[config.mk]
export PLATFORM = sky130hd
export DESIGN_NAME = row_chunk_issuer
export DESIGN_NICKNAME = d
export VERILOG_FILES = /design/src/rtl/row_chunk_issuer.sv
export SDC_FILE = /design/constraint.sdc
export NUM_CORES = 1
export LEC_CHECK = 0
export CELL_PAD_IN_SITES_DETAIL_PLACEMENT = 1
export CELL_PAD_IN_SITES_GLOBAL_PLACEMENT = 1
export CORE_AREA = 5 5 410 412
export CTS_CLUSTER_SIZE = 10
export DETAILED_ROUTE_END_ITERATION = 6
export DIE_AREA = 0 0 415 417
export GPL_TIMING_DRIVEN = 0
export PLACE_DENSITY_LB_ADDON = 0.1
export SYNTH_ARGS = -nofsm -noshare
export SYNTH_HDL_FRONTEND = slang
export SYNTH_SLANG_ARGS = --single-unit
[constraint.sdc]
create_clock -name clk -period 1.2 [get_ports clk]
set_input_delay 0.18 -clock clk [delete_from_list [all_inputs] [get_ports clk]]
set_output_delay 0.18 -clock clk [all_outputs]
set_load 0.03 [all_outputs]
[src/rtl/row_chunk_issuer.sv]
// Walks an N x N matrix row by row in NI-lane chunks, issuing matrix/vector
// reads and presenting aligned operand pairs to the multiplier array.
// Ports: clk, rst_n (async low), go; mat_/vec_ rd_en, addr, data;
// prod_a/prod_b operand buses, lane_valid, row_last, start_out, busy, done.
module row_chunk_issuer #(
  parameter int NI     = 8,
  parameter int N      = 16,
  parameter int ADDR_W = 16
) (
  input  logic              clk,
  input  logic              rst_n,
  input  logic              go,
  output logic              mat_rd_en,
  output logic [ADDR_W-1:0] mat_addr,
  input  logic [NI*32-1:0]  mat_data,
  output logic              vec_rd_en,
  output logic [ADDR_W-1:0] vec_addr,
  input  logic [NI*32-1:0]  vec_data,
  output logic [NI*32-1:0]  prod_a,
  output logic [NI*32-1:0]  prod_b,
  output logic              lane_valid,
  output logic              row_last,
  output logic              start_out,
  output logic              busy,
  output logic              done
);

  localparam int C  = N / NI;
  localparam int CW = (C > 1) ? $clog2(C) : 1;
  localparam int RW = (N > 1) ? $clog2(N) : 1;
  localparam logic [CW-1:0] C_LAST = CW'(C - 1);
  localparam logic [RW-1:0] R_LAST = RW'(N - 1);

  generate
    if (N % NI != 0) begin : g_bad_dim
      $error("row_chunk_issuer: N must be a multiple of NI");
    end
  endgenerate

  typedef enum logic [1:0] {
    S_IDLE,
    S_RUN,
    S_FLUSH,
    S_DONE
  } state_t;

  state_t            r_state;
  state_t            w_next;
  logic [CW-1:0]     r_chunk;
  logic [RW-1:0]     r_row;
  logic              r_flush;
  logic              r_go_q;
  logic              r_v1;
  logic              r_last1;
  logic              r_valid;
  logic              r_rlast;
  logic              r_start;
  logic [NI*32-1:0]  r_a;
  logic [NI*32-1:0]  r_b;

  logic w_go_rise;
  logic w_issue;
  logic w_chunk_last;
  logic w_row_last;

  // A pass starts only on a rising edge of go seen in IDLE, so a level
  // held high (or raised while busy) never chains extra passes.
  assign w_go_rise    = go & ~r_go_q;
  assign w_issue      = (r_state == S_RUN);
  assign w_chunk_last = (r_chunk == C_LAST);
  assign w_row_last   = (r_row == R_LAST);

  always_comb begin
    w_next = r_state;
    unique case (r_state)
      S_IDLE:  if (w_go_rise) w_next = S_RUN;
      S_RUN:   if (w_chunk_last && w_row_last) w_next = S_FLUSH;
      S_FLUSH: if (r_flush) w_next = S_DONE;
      S_DONE:  w_next = S_IDLE;
    endcase
  end

  always_ff @(posedge clk or negedge rst_n) begin
    if (!rst_n) begin
      r_state <= S_IDLE;
      r_chunk <= '0;
      r_row   <= '0;
      r_flush <= 1'b0;
      r_go_q  <= 1'b0;
    end else begin
      r_state <= w_next;
      r_go_q  <= go;
      r_flush <= (r_state == S_FLUSH) ? ~r_flush : 1'b0;
      if (w_issue) begin
        if (w_chunk_last) begin
          r_chunk <= '0;
          r_row   <= w_row_last ? '0 : r_row + 1'b1;
        end else begin
          r_chunk <= r_chunk + 1'b1;
        end
      end
    end
  end

  // Stage 1 tracks the address in flight; stage 2 registers memory data.
  always_ff @(posedge clk or negedge rst_n) begin
    if (!rst_n) begin
      r_v1    <= 1'b0;
      r_last1 <= 1'b0;
      r_valid <= 1'b0;
      r_rlast <= 1'b0;
      r_start <= 1'b0;
      r_a     <= '0;
      r_b     <= '0;
    end else begin
      r_v1    <= w_issue;
      r_last1 <= w_issue & w_chunk_last;
      r_valid <= r_v1;
      r_rlast <= r_v1 & r_last1;
      if (w_next == S_IDLE) r_start <= 1'b0;
      else if (r_v1)        r_start <= 1'b1;
      if (r_v1) begin
        r_a <= mat_data;
        r_b <= vec_data;
      end
    end
  end

  assign mat_rd_en  = w_issue;
  assign vec_rd_en  = w_issue;
  assign mat_addr   = w_issue ?
    (ADDR_W'(r_row) * ADDR_W'(C) + ADDR_W'(r_chunk)) : '0;
  assign vec_addr   = w_issue ? ADDR_W'(r_chunk) : '0;
  assign prod_a     = r_a;
  assign prod_b     = r_b;
  assign lane_valid = r_valid;
  assign row_last   = r_rlast;
  assign start_out  = r_start;
  assign busy       = (r_state != S_IDLE);
  assign done       = (r_state == S_DONE);

endmodule

==> metrics.txt, run 1 <==
# TYPE chip_impl_metric gauge
chip_impl_metric{name="remaining_drc_errors",unit=""} 0
chip_impl_info{name="cts_tree",value="yes"} 1
chip_impl_metric{name="dpl_worst_slack",unit="ns"} -1.17
chip_impl_metric{name="critical_path.max_stage_delay",unit="ns"} 0.43
chip_impl_info{name="grt_setup_unrepaired",value="true"} 1
chip_impl_metric{name="layout_min_cycle_time",unit="ns"} 1.82
chip_impl_info{name="kind_of_capture_point_of_the_worst_setup_path",value="output port"} 1
chip_impl_metric{name="coreArea",unit="mm^2"} 0.164
chip_impl_info{name="synth_ff_type",value="dfrtp_1"} 1
chip_impl_metric{name="slew_headroom",unit=""} 0.572
chip_impl_metric{name="area_delta_synth_final",unit="%"} 115
chip_impl_metric{name="synth_edf_count",unit=""} 0
chip_impl_metric{name="ant_nets",unit=""} 0
chip_impl_metric{name="syn_avg_cell_area",unit="um^2"} 17.2
chip_impl_metric{name="worstMarginPinSlew",unit="ns"} 0.642
chip_impl_metric{name="fillerInstances",unit=""} 17700
chip_impl_info{name="ys_top_cells_by_area",value="dfrtp_1 (66%), mux2_2 (29%), buf_6 (2.9%), buf_4 (1.1%), and2_1 (0.19%)"} 1
chip_impl_metric{name="die_height",unit="um"} 417
chip_impl_metric{name="dr_iter_0_viols",unit=""} 484
chip_impl_metric{name="asyncSetResetFlopFracSynth",unit=""} 1.00
chip_impl_metric{name="final_max_slew_viol_count",unit=""} 0
chip_impl_info{name="dominant_cell_type_by_area_after_synthesis",value="dfrtp_1"} 1
chip_impl_info{name="top_library_cells_by_usage_in_the_layout_fill_and_taps_aside",value="buf_6 (533), dfrtp_1 (514), clkdlybuf4s50_1 (513)"} 1
chip_impl_metric{name="timing.setup.tns",unit="ns"} -266.72
chip_impl_metric{name="hold_viol_final",unit=""} 211
chip_impl_info{name="failed_checks",value="hold timing, setup timing"} 1
chip_impl_metric{name="globalplace.congestion",unit=""} 0.786
chip_impl_metric{name="port-buffer-count",unit=""} 1039
chip_impl_metric{name="routed_wire_length_per_instance",unit="um"} 23.4
chip_impl_metric{name="floorplan.die_area",unit="mm^2"} 0.173
chip_impl_metric{name="number_of_cts_inserted_buffers",unit=""} 78
chip_impl_metric{name="clkTransAtPathRegs",unit="ns"} 0.05
chip_impl_metric{name="antenna_found_initial",unit=""} 31
chip_impl_metric{name="grt_pass1_wl",unit="um"} 148000
chip_impl_metric{name="period_utilization",unit=""} 1.52
chip_impl_metric{name="h-tree-depth",unit=""} 3
chip_impl_metric{name="crit_path_max_fanout",unit=""} 4
chip_impl_metric{name="yosys.cell_types.count",unit=""} 27
chip_impl_metric{name="synth.cell_area",unit="mm^2"} 0.0200
chip_impl_metric{name="vdd_ir_drop_max",unit="uV"} 1010
chip_impl_info{name="path_cells",value="buf_6 -> nand3b_1 -> inv_2 -> buf_6 -> buf_6"} 1
chip_impl_info{name="critical_path.startpoint_type",value="register"} 1
chip_impl_info{name="critical_path.slowest_cell",value="dfrtp_2"} 1
chip_impl_metric{name="placedCellCount",unit=""} 4418
chip_impl_metric{name="synth_top_cell_area_share",unit=""} 0.659
chip_impl_metric{name="synth-seq-cells",unit=""} 526
chip_impl_metric{name="total_congestion_overflow_after_global_routing",unit=""} 0
chip_impl_metric{name="leakage",unit="nW"} 20.5
chip_impl_metric{name="core.rowCount",unit=""} 149
chip_impl_metric{name="max_cap_violations",unit=""} 0
chip_impl_metric{name="initial_core_util",unit=""} 0.122
chip_impl_info{name="run_status",value="finished, violations left"} 1
chip_impl_metric{name="grt_start_max_net_pins",unit=""} 104
chip_impl_metric{name="route.detailed.vias_per_inst",unit=""} 3.27
chip_impl_metric{name="num-nets-final",unit=""} 3178
chip_impl_metric{name="critPathArrivalTime",unit="ns"} 1.64
chip_impl_metric{name="fmaxAchievable",unit="MHz"} 550
chip_impl_info{name="min-delay-path-class",value="primary input to async pin"} 1
chip_impl_metric{name="wl",unit="um"} 115000
chip_impl_metric{name="ys.warnings.count",unit=""} 0
chip_impl_metric{name="layoutNonFillerInstCount",unit=""} 4930
chip_impl_info{name="cpMostUsedCell",value="buf_6"} 1
chip_impl_metric{name="die_x",unit="um"} 415
chip_impl_metric{name="route.vias.total",unit=""} 16100
chip_impl_metric{name="post_synth_inst_count",unit=""} 1160
chip_impl_metric{name="setup_skew",unit="ns"} 0.0177
chip_impl_metric{name="first_global_vias",unit=""} 17800
chip_impl_info{name="cts-root-buf",value="clkbuf_16"} 1
chip_impl_metric{name="timing.final.ws_setup",unit="ns"} -0.618
chip_impl_metric{name="place.detailed.hpwl",unit="um"} 82500
chip_impl_metric{name="post_route_cells_drive_above_1_share",unit=""} 0.600
chip_impl_metric{name="clock_tree.buffer_depth",unit=""} 3
chip_impl_metric{name="required_time_of_the_critical_path",unit="ns"} 1.02
chip_impl_info{name="layout.cells.most_common",value="buf_6"} 1
chip_impl_metric{name="cts_num_sinks",unit=""} 526
chip_impl_metric{name="clkLatencyLatePin",unit="ns"} 0.65
chip_impl_metric{name="multi_input_gate_area",unit="mm^2"} 0.00783
chip_impl_metric{name="report.final.setup_viol",unit=""} 1042
chip_impl_metric{name="portion_of_the_post_synthesis_area_used_by_sequential_elements",unit=""} 0.659
chip_impl_metric{name="boundary_pin_count",unit=""} 1066
chip_impl_metric{name="power.density_cell_area",unit="mW/mm^2"} 1440
chip_impl_metric{name="worst_hold_slack",unit="ns"} -0.545
chip_impl_info{name="crit_path_class",value="register to output port"} 1
chip_impl_metric{name="dr.pass1.iters",unit=""} 4
chip_impl_metric{name="final-seq-area",unit="mm^2"} 0.0132
chip_impl_metric{name="grt_usage",unit=""} 0.121
==> cell families after synthesis <==
family                   count (synthesis)  synth area share
adder cells (fa/ha/maj)                  1          0.000626
flip-flops                             526             0.659
AND/OR/NAND/NOR                         19           0.00558
buffers and inverters                   90            0.0421
XOR/XNOR                                 2          0.000877
AO/OA/AOI/OAI                            8           0.00257
multiplexers                           513             0.289
other                                    1          0.000188
==> what timing repair did <==
item	4_1_cts	5_1_grt
gates cloned	21	47
pin swaps	0	3
hold endpoints to repair	72	152
hold buffers	1	1
resized for setup	3758	164
setup endpoints to repair	1143	1297
buffers inserted	178	125
==> synth_stat cells, types with 2 or more instances <==
master / instances
a21oi_1: 2
and3_1: 2
nand3_1: 2
mux2_2: 513
buf_4: 28
buf_6: 52
dfrtp_1: 526
inv_1: 4
o21ai_0: 2
and2_1: 6
buf_2: 6
nor2_1: 2
==> report_power, final <==
part / internal, mW / switching [mW]
combinational: 10.4 / 8.13
clock: 13.6 / 9.16
sequential: 19.4 / 1.30
==> path summary, 6_finish.rpt <==
check                                startpoint                 endpoint  slack (ns)  depth (start not counted)
max                        r_state[0]$_DFF_PN0_              vec_addr[0]       -0.62                          5
min                                       rst_n  prod_b[163]$_DFFE_PN0P_       -0.55                          1
max reg2reg                      r_v1$_DFF_PN0_    prod_a[8]$_DFFE_PN0P_       -0.45                          6
min reg2reg                   r_flush$_DFF_PN0_        r_flush$_DFF_PN0_        0.43                          1
max in group asynchronous                 rst_n  prod_a[155]$_DFFE_PN0P_        0.03                          3
min in group clk                   vec_data[30]   prod_b[30]$_DFFE_PN0P_        0.12                          2
==> routing by layer <==
layer | GRT usage | up-vias | routed length [um]
li1 | - | 7083 | -
met1 | 0.118 | 8246 | 39400
met2 | 0.225 | 641 | 62600
met3 | 0.0542 | 157 | 9640
met4 | 0.0441 | 18 | 3660
met5 | 0 | - | 105
==> registers in the layout, summed over array words and instances (netlist names) <==
signal      flops
r_v1            1
r_state         2
r_go_q          1
r_last1         1
r_flush         1
r_row           4
lane_valid      1
prod_b        256
prod_a        256
row_last        1
r_chunk         1
start_out       1
==> per-stage QoR <==
step                      power (mW)   util  cell area (um^2)
final                           62.1  0.262             43000
after global routing            64.9  0.262             43000
after CTS                       61.8  0.247             40500
after detailed placement        35.7  0.214             35000
after global placement          35.4  0.213             34900
after floorplan                 28.4      -             21800
==> area by class of cell <==
class                      instances  share of cell area
multi-input combinational        569               0.182
buffer                            78              0.0296
sequential                       526               0.306
tap                             2189              0.0637
clock inverter                    14             0.00244
clock buffer                     121              0.0557
inverter                           4            0.000349
antenna                           24             0.00140
timing repair buffer            1405               0.359
==> worst max-delay path: cells and delay by family (launching register included) <==
family | cells | cell delay (ns)
flops | 1 | 0.43
simple gates | 1 | 0.11
buf+inv | 4 | 0.43
No activity file was read; power rests on OpenSTA's default activity.
==> inputs of run 2 (changes only) <==
Settings changed: SLEW_MARGIN from default to 20.
==> run 2 against run 1 <==
The run still ends with hold timing, setup timing left. Routed wire length is 1.7% higher. Via count is 1.1% higher. Non-clock buffer count up 24. Register-to-register slack barely moved. Critical path type unchanged. Largest cell class unchanged.
==> metrics.txt, run 2 (synthesis results as in run 1) <==
# TYPE chip_impl_metric gauge
chip_impl_info{name="run_status",value="finished, violations left"} 1
chip_impl_info{name="top_library_cells_by_usage_in_the_layout_fill_and_taps_aside",value="buf_6 (528), dfrtp_1 (514), clkdlybuf4s50_1 (513)"} 1
chip_impl_metric{name="antenna_found_initial",unit=""} 33
chip_impl_metric{name="die_height",unit="um"} 417
chip_impl_metric{name="route.vias.total",unit=""} 16300
chip_impl_metric{name="placedCellCount",unit=""} 4419
chip_impl_metric{name="post_route_cells_drive_above_1_share",unit=""} 0.598
chip_impl_info{name="crit_path_class",value="register to output port"} 1
chip_impl_info{name="crit_family",value="flip-flops"} 1
chip_impl_metric{name="grt_pass1_wl",unit="um"} 150000
chip_impl_metric{name="ant_nets",unit=""} 0
chip_impl_metric{name="grt_start_max_net_pins",unit=""} 86
chip_impl_metric{name="worst-path-stages",unit=""} 4
chip_impl_metric{name="clkLatencyLatePin",unit="ns"} 0.66
chip_impl_metric{name="finalInstanceArea",unit="mm^2"} 0.0433
chip_impl_metric{name="clkTransAtPathRegs",unit="ns"} 0.05
chip_impl_metric{name="setup_skew",unit="ns"} 0.0261
chip_impl_metric{name="critical_path.max_stage_delay",unit="ns"} 0.46
chip_impl_metric{name="coreArea",unit="mm^2"} 0.164
chip_impl_metric{name="place.detailed.hpwl",unit="um"} 82900
chip_impl_info{name="cts_tree",value="yes"} 1
chip_impl_metric{name="number_of_cts_inserted_buffers",unit=""} 75
chip_impl_metric{name="num-nets-final",unit=""} 3199
chip_impl_info{name="cpMostUsedCell",value="buf_6"} 1
chip_impl_metric{name="max_cap_violations",unit=""} 0
chip_impl_metric{name="clock_tree.buffer_depth",unit=""} 3
chip_impl_metric{name="vdd_ir_drop_max",unit="uV"} 997
chip_impl_metric{name="route.detailed.vias_per_inst",unit=""} 3.29
chip_impl_metric{name="reg2regPathDepth",unit=""} 6
chip_impl_metric{name="holdBufCountCts",unit=""} 4
chip_impl_metric{name="worst_hold_slack",unit="ns"} -0.543
chip_impl_metric{name="timing.final.ws_setup",unit="ns"} -0.614
chip_impl_metric{name="timing.setup.tns",unit="ns"} -248.90
chip_impl_info{name="cts-root-buf",value="clkbuf_16"} 1
chip_impl_metric{name="grt_usage",unit=""} 0.122
chip_impl_metric{name="critPathArrivalTime",unit="ns"} 1.63
chip_impl_metric{name="h-tree-depth",unit=""} 3
chip_impl_metric{name="port-buffer-count",unit=""} 1039
chip_impl_metric{name="area_delta_synth_final",unit="%"} 117
chip_impl_info{name="grt_setup_unrepaired",value="true"} 1
chip_impl_metric{name="dr.pass1.iters",unit=""} 4
chip_impl_metric{name="floorplan.die_area",unit="mm^2"} 0.173
chip_impl_info{name="critical_path.startpoint_type",value="register"} 1
chip_impl_metric{name="core.rowCount",unit=""} 149
chip_impl_metric{name="wl",unit="um"} 117000
chip_impl_metric{name="boundary_pin_count",unit=""} 1066
chip_impl_metric{name="hold_viol_final",unit=""} 179
chip_impl_info{name="layout.cells.most_common",value="buf_6"} 1
chip_impl_metric{name="fmaxAchievable",unit="MHz"} 551
chip_impl_metric{name="placed_cell_areas",unit="mm^2"} 0.0351
chip_impl_metric{name="fillerInstances",unit=""} 17700
chip_impl_metric{name="multi_input_gate_area",unit="mm^2"} 0.00804
chip_impl_metric{name="final_max_slew_viol_count",unit=""} 0
chip_impl_metric{name="dr_iter_0_viols",unit=""} 495
chip_impl_metric{name="final-seq-area",unit="mm^2"} 0.0132
chip_impl_metric{name="dpl_worst_slack",unit="ns"} -0.993
chip_impl_info{name="min-delay-path-class",value="primary input to async pin"} 1
chip_impl_metric{name="remaining_drc_errors",unit=""} 0
chip_impl_metric{name="routed_wire_length_per_instance",unit="um"} 23.7
chip_impl_metric{name="slew_headroom",unit=""} 0.477
chip_impl_metric{name="utilization",unit=""} 0.264
chip_impl_metric{name="crit_path_max_fanout",unit=""} 7
chip_impl_metric{name="die_x",unit="um"} 415
chip_impl_metric{name="layout_min_cycle_time",unit="ns"} 1.81
chip_impl_info{name="failed_checks",value="hold timing, setup timing"} 1
chip_impl_metric{name="buffer_and_inverter_count_on_the_worst_path",unit=""} 3
chip_impl_metric{name="period_utilization",unit=""} 1.51
chip_impl_metric{name="layoutNonFillerInstCount",unit=""} 4954
chip_impl_info{name="critical_path.slowest_cell",value="dfrtp_2"} 1
chip_impl_metric{name="first_global_vias",unit=""} 18000
chip_impl_metric{name="report.final.setup_viol",unit=""} 1041
chip_impl_metric{name="power.density_cell_area",unit="mW/mm^2"} 1430
chip_impl_metric{name="globalplace.congestion",unit=""} 0.786
chip_impl_metric{name="required_time_of_the_critical_path",unit="ns"} 1.02
chip_impl_info{name="kind_of_capture_point_of_the_worst_setup_path",value="output port"} 1
chip_impl_metric{name="initial_core_util",unit=""} 0.122
chip_impl_metric{name="worstMarginPinSlew",unit="ns"} 0.784
chip_impl_info{name="path_cells",value="nand3b_1 -> inv_2 -> buf_6 -> buf_6"} 1
chip_impl_metric{name="leakage",unit="nW"} 20.9
chip_impl_metric{name="total_congestion_overflow_after_global_routing",unit=""} 0
chip_impl_metric{name="cts_num_sinks",unit=""} 526
-- run 2: cell types whose count changed in the layout (fill, tap and decap cells not counted), moves of 4 or more --
| cell | previous run | this run |
|---|---|---|
| clkbuf_8 | 26 | 22 |
| buf_6 | 533 | 528 |
| clkbuf_16 | 126 | 115 |
| clkbuf_1 | 16 | 24 |
| buf_12 | 67 | 63 |
| mux2_2 | 68 | 1 |
| mux2_4 | 445 | 512 |
| buf_4 | 287 | 319 |
| buf_16 | 30 | 35 |
-- run 2: layer usage --
layer / up-vias / GRT usage / wire [um]
li1: 7116 / - / -
met3: 154 / 0.0536 / 9490
met4: 20 / 0.0467 / 3580
met1: 8395 / 0.121 / 40900
met5: - / 0 / 130
met2: 638 / 0.224 / 63300
-- run 2: final timing paths --
| path | startpoint | to | slack, ns |
|---|---|---|---|
| worst max-delay path | r_state[1]$_DFF_PN0_ | vec_addr[0] | -0.61 |
| worst min-delay path | rst_n | prod_b[163]$_DFFE_PN0P_ | -0.54 |
| worst max register to register | r_v1$_DFF_PN0_ | prod_a[45]$_DFFE_PN0P_ | -0.46 |
| worst min register to register | r_flush$_DFF_PN0_ | r_flush$_DFF_PN0_ | 0.44 |
| max in group asynchronous | rst_n | prod_b[66]$_DFFE_PN0P_ | 0.25 |
| min in group clk | mat_data[124] | prod_a[124]$_DFFE_PN0P_ | 0.13 |
-- run 2: layout make-up --
class                      instances  area share
antenna                           25     0.00145
buffer                            78      0.0295
multi-input combinational        569       0.186
inverter                           4    0.000347
clock inverter                    12     0.00292
tap                             2189      0.0633
sequential                       526       0.305
clock buffer                     122      0.0531
timing repair buffer            1429       0.359
-- run 2: stage by stage --
step / power [mW] / hold WS [ns]
2_1_floorplan: 28.4 / -0.116
3_3_place_gp: 35.4 / 0.387
3_5_place_dp: 35.7 / 0.241
4_1_cts: 61.6 / -0.526
5_1_grt: 64.6 / -0.571
6_report: 61.8 / -0.543
-- run 2: repair_timing --
action,in CTS,in global routing
buffers inserted,169,157
hold endpoints to repair,90,157
setup endpoints to repair,1208,1223
pin swaps,1,2
cloned,31,39
gates resized for setup,3806,173
-- run 2: report_power, final --
part	internal [mW]	switching, mW
clock	13.3	9.01
sequential	19.4	1.33
combinational	10.6	8.23
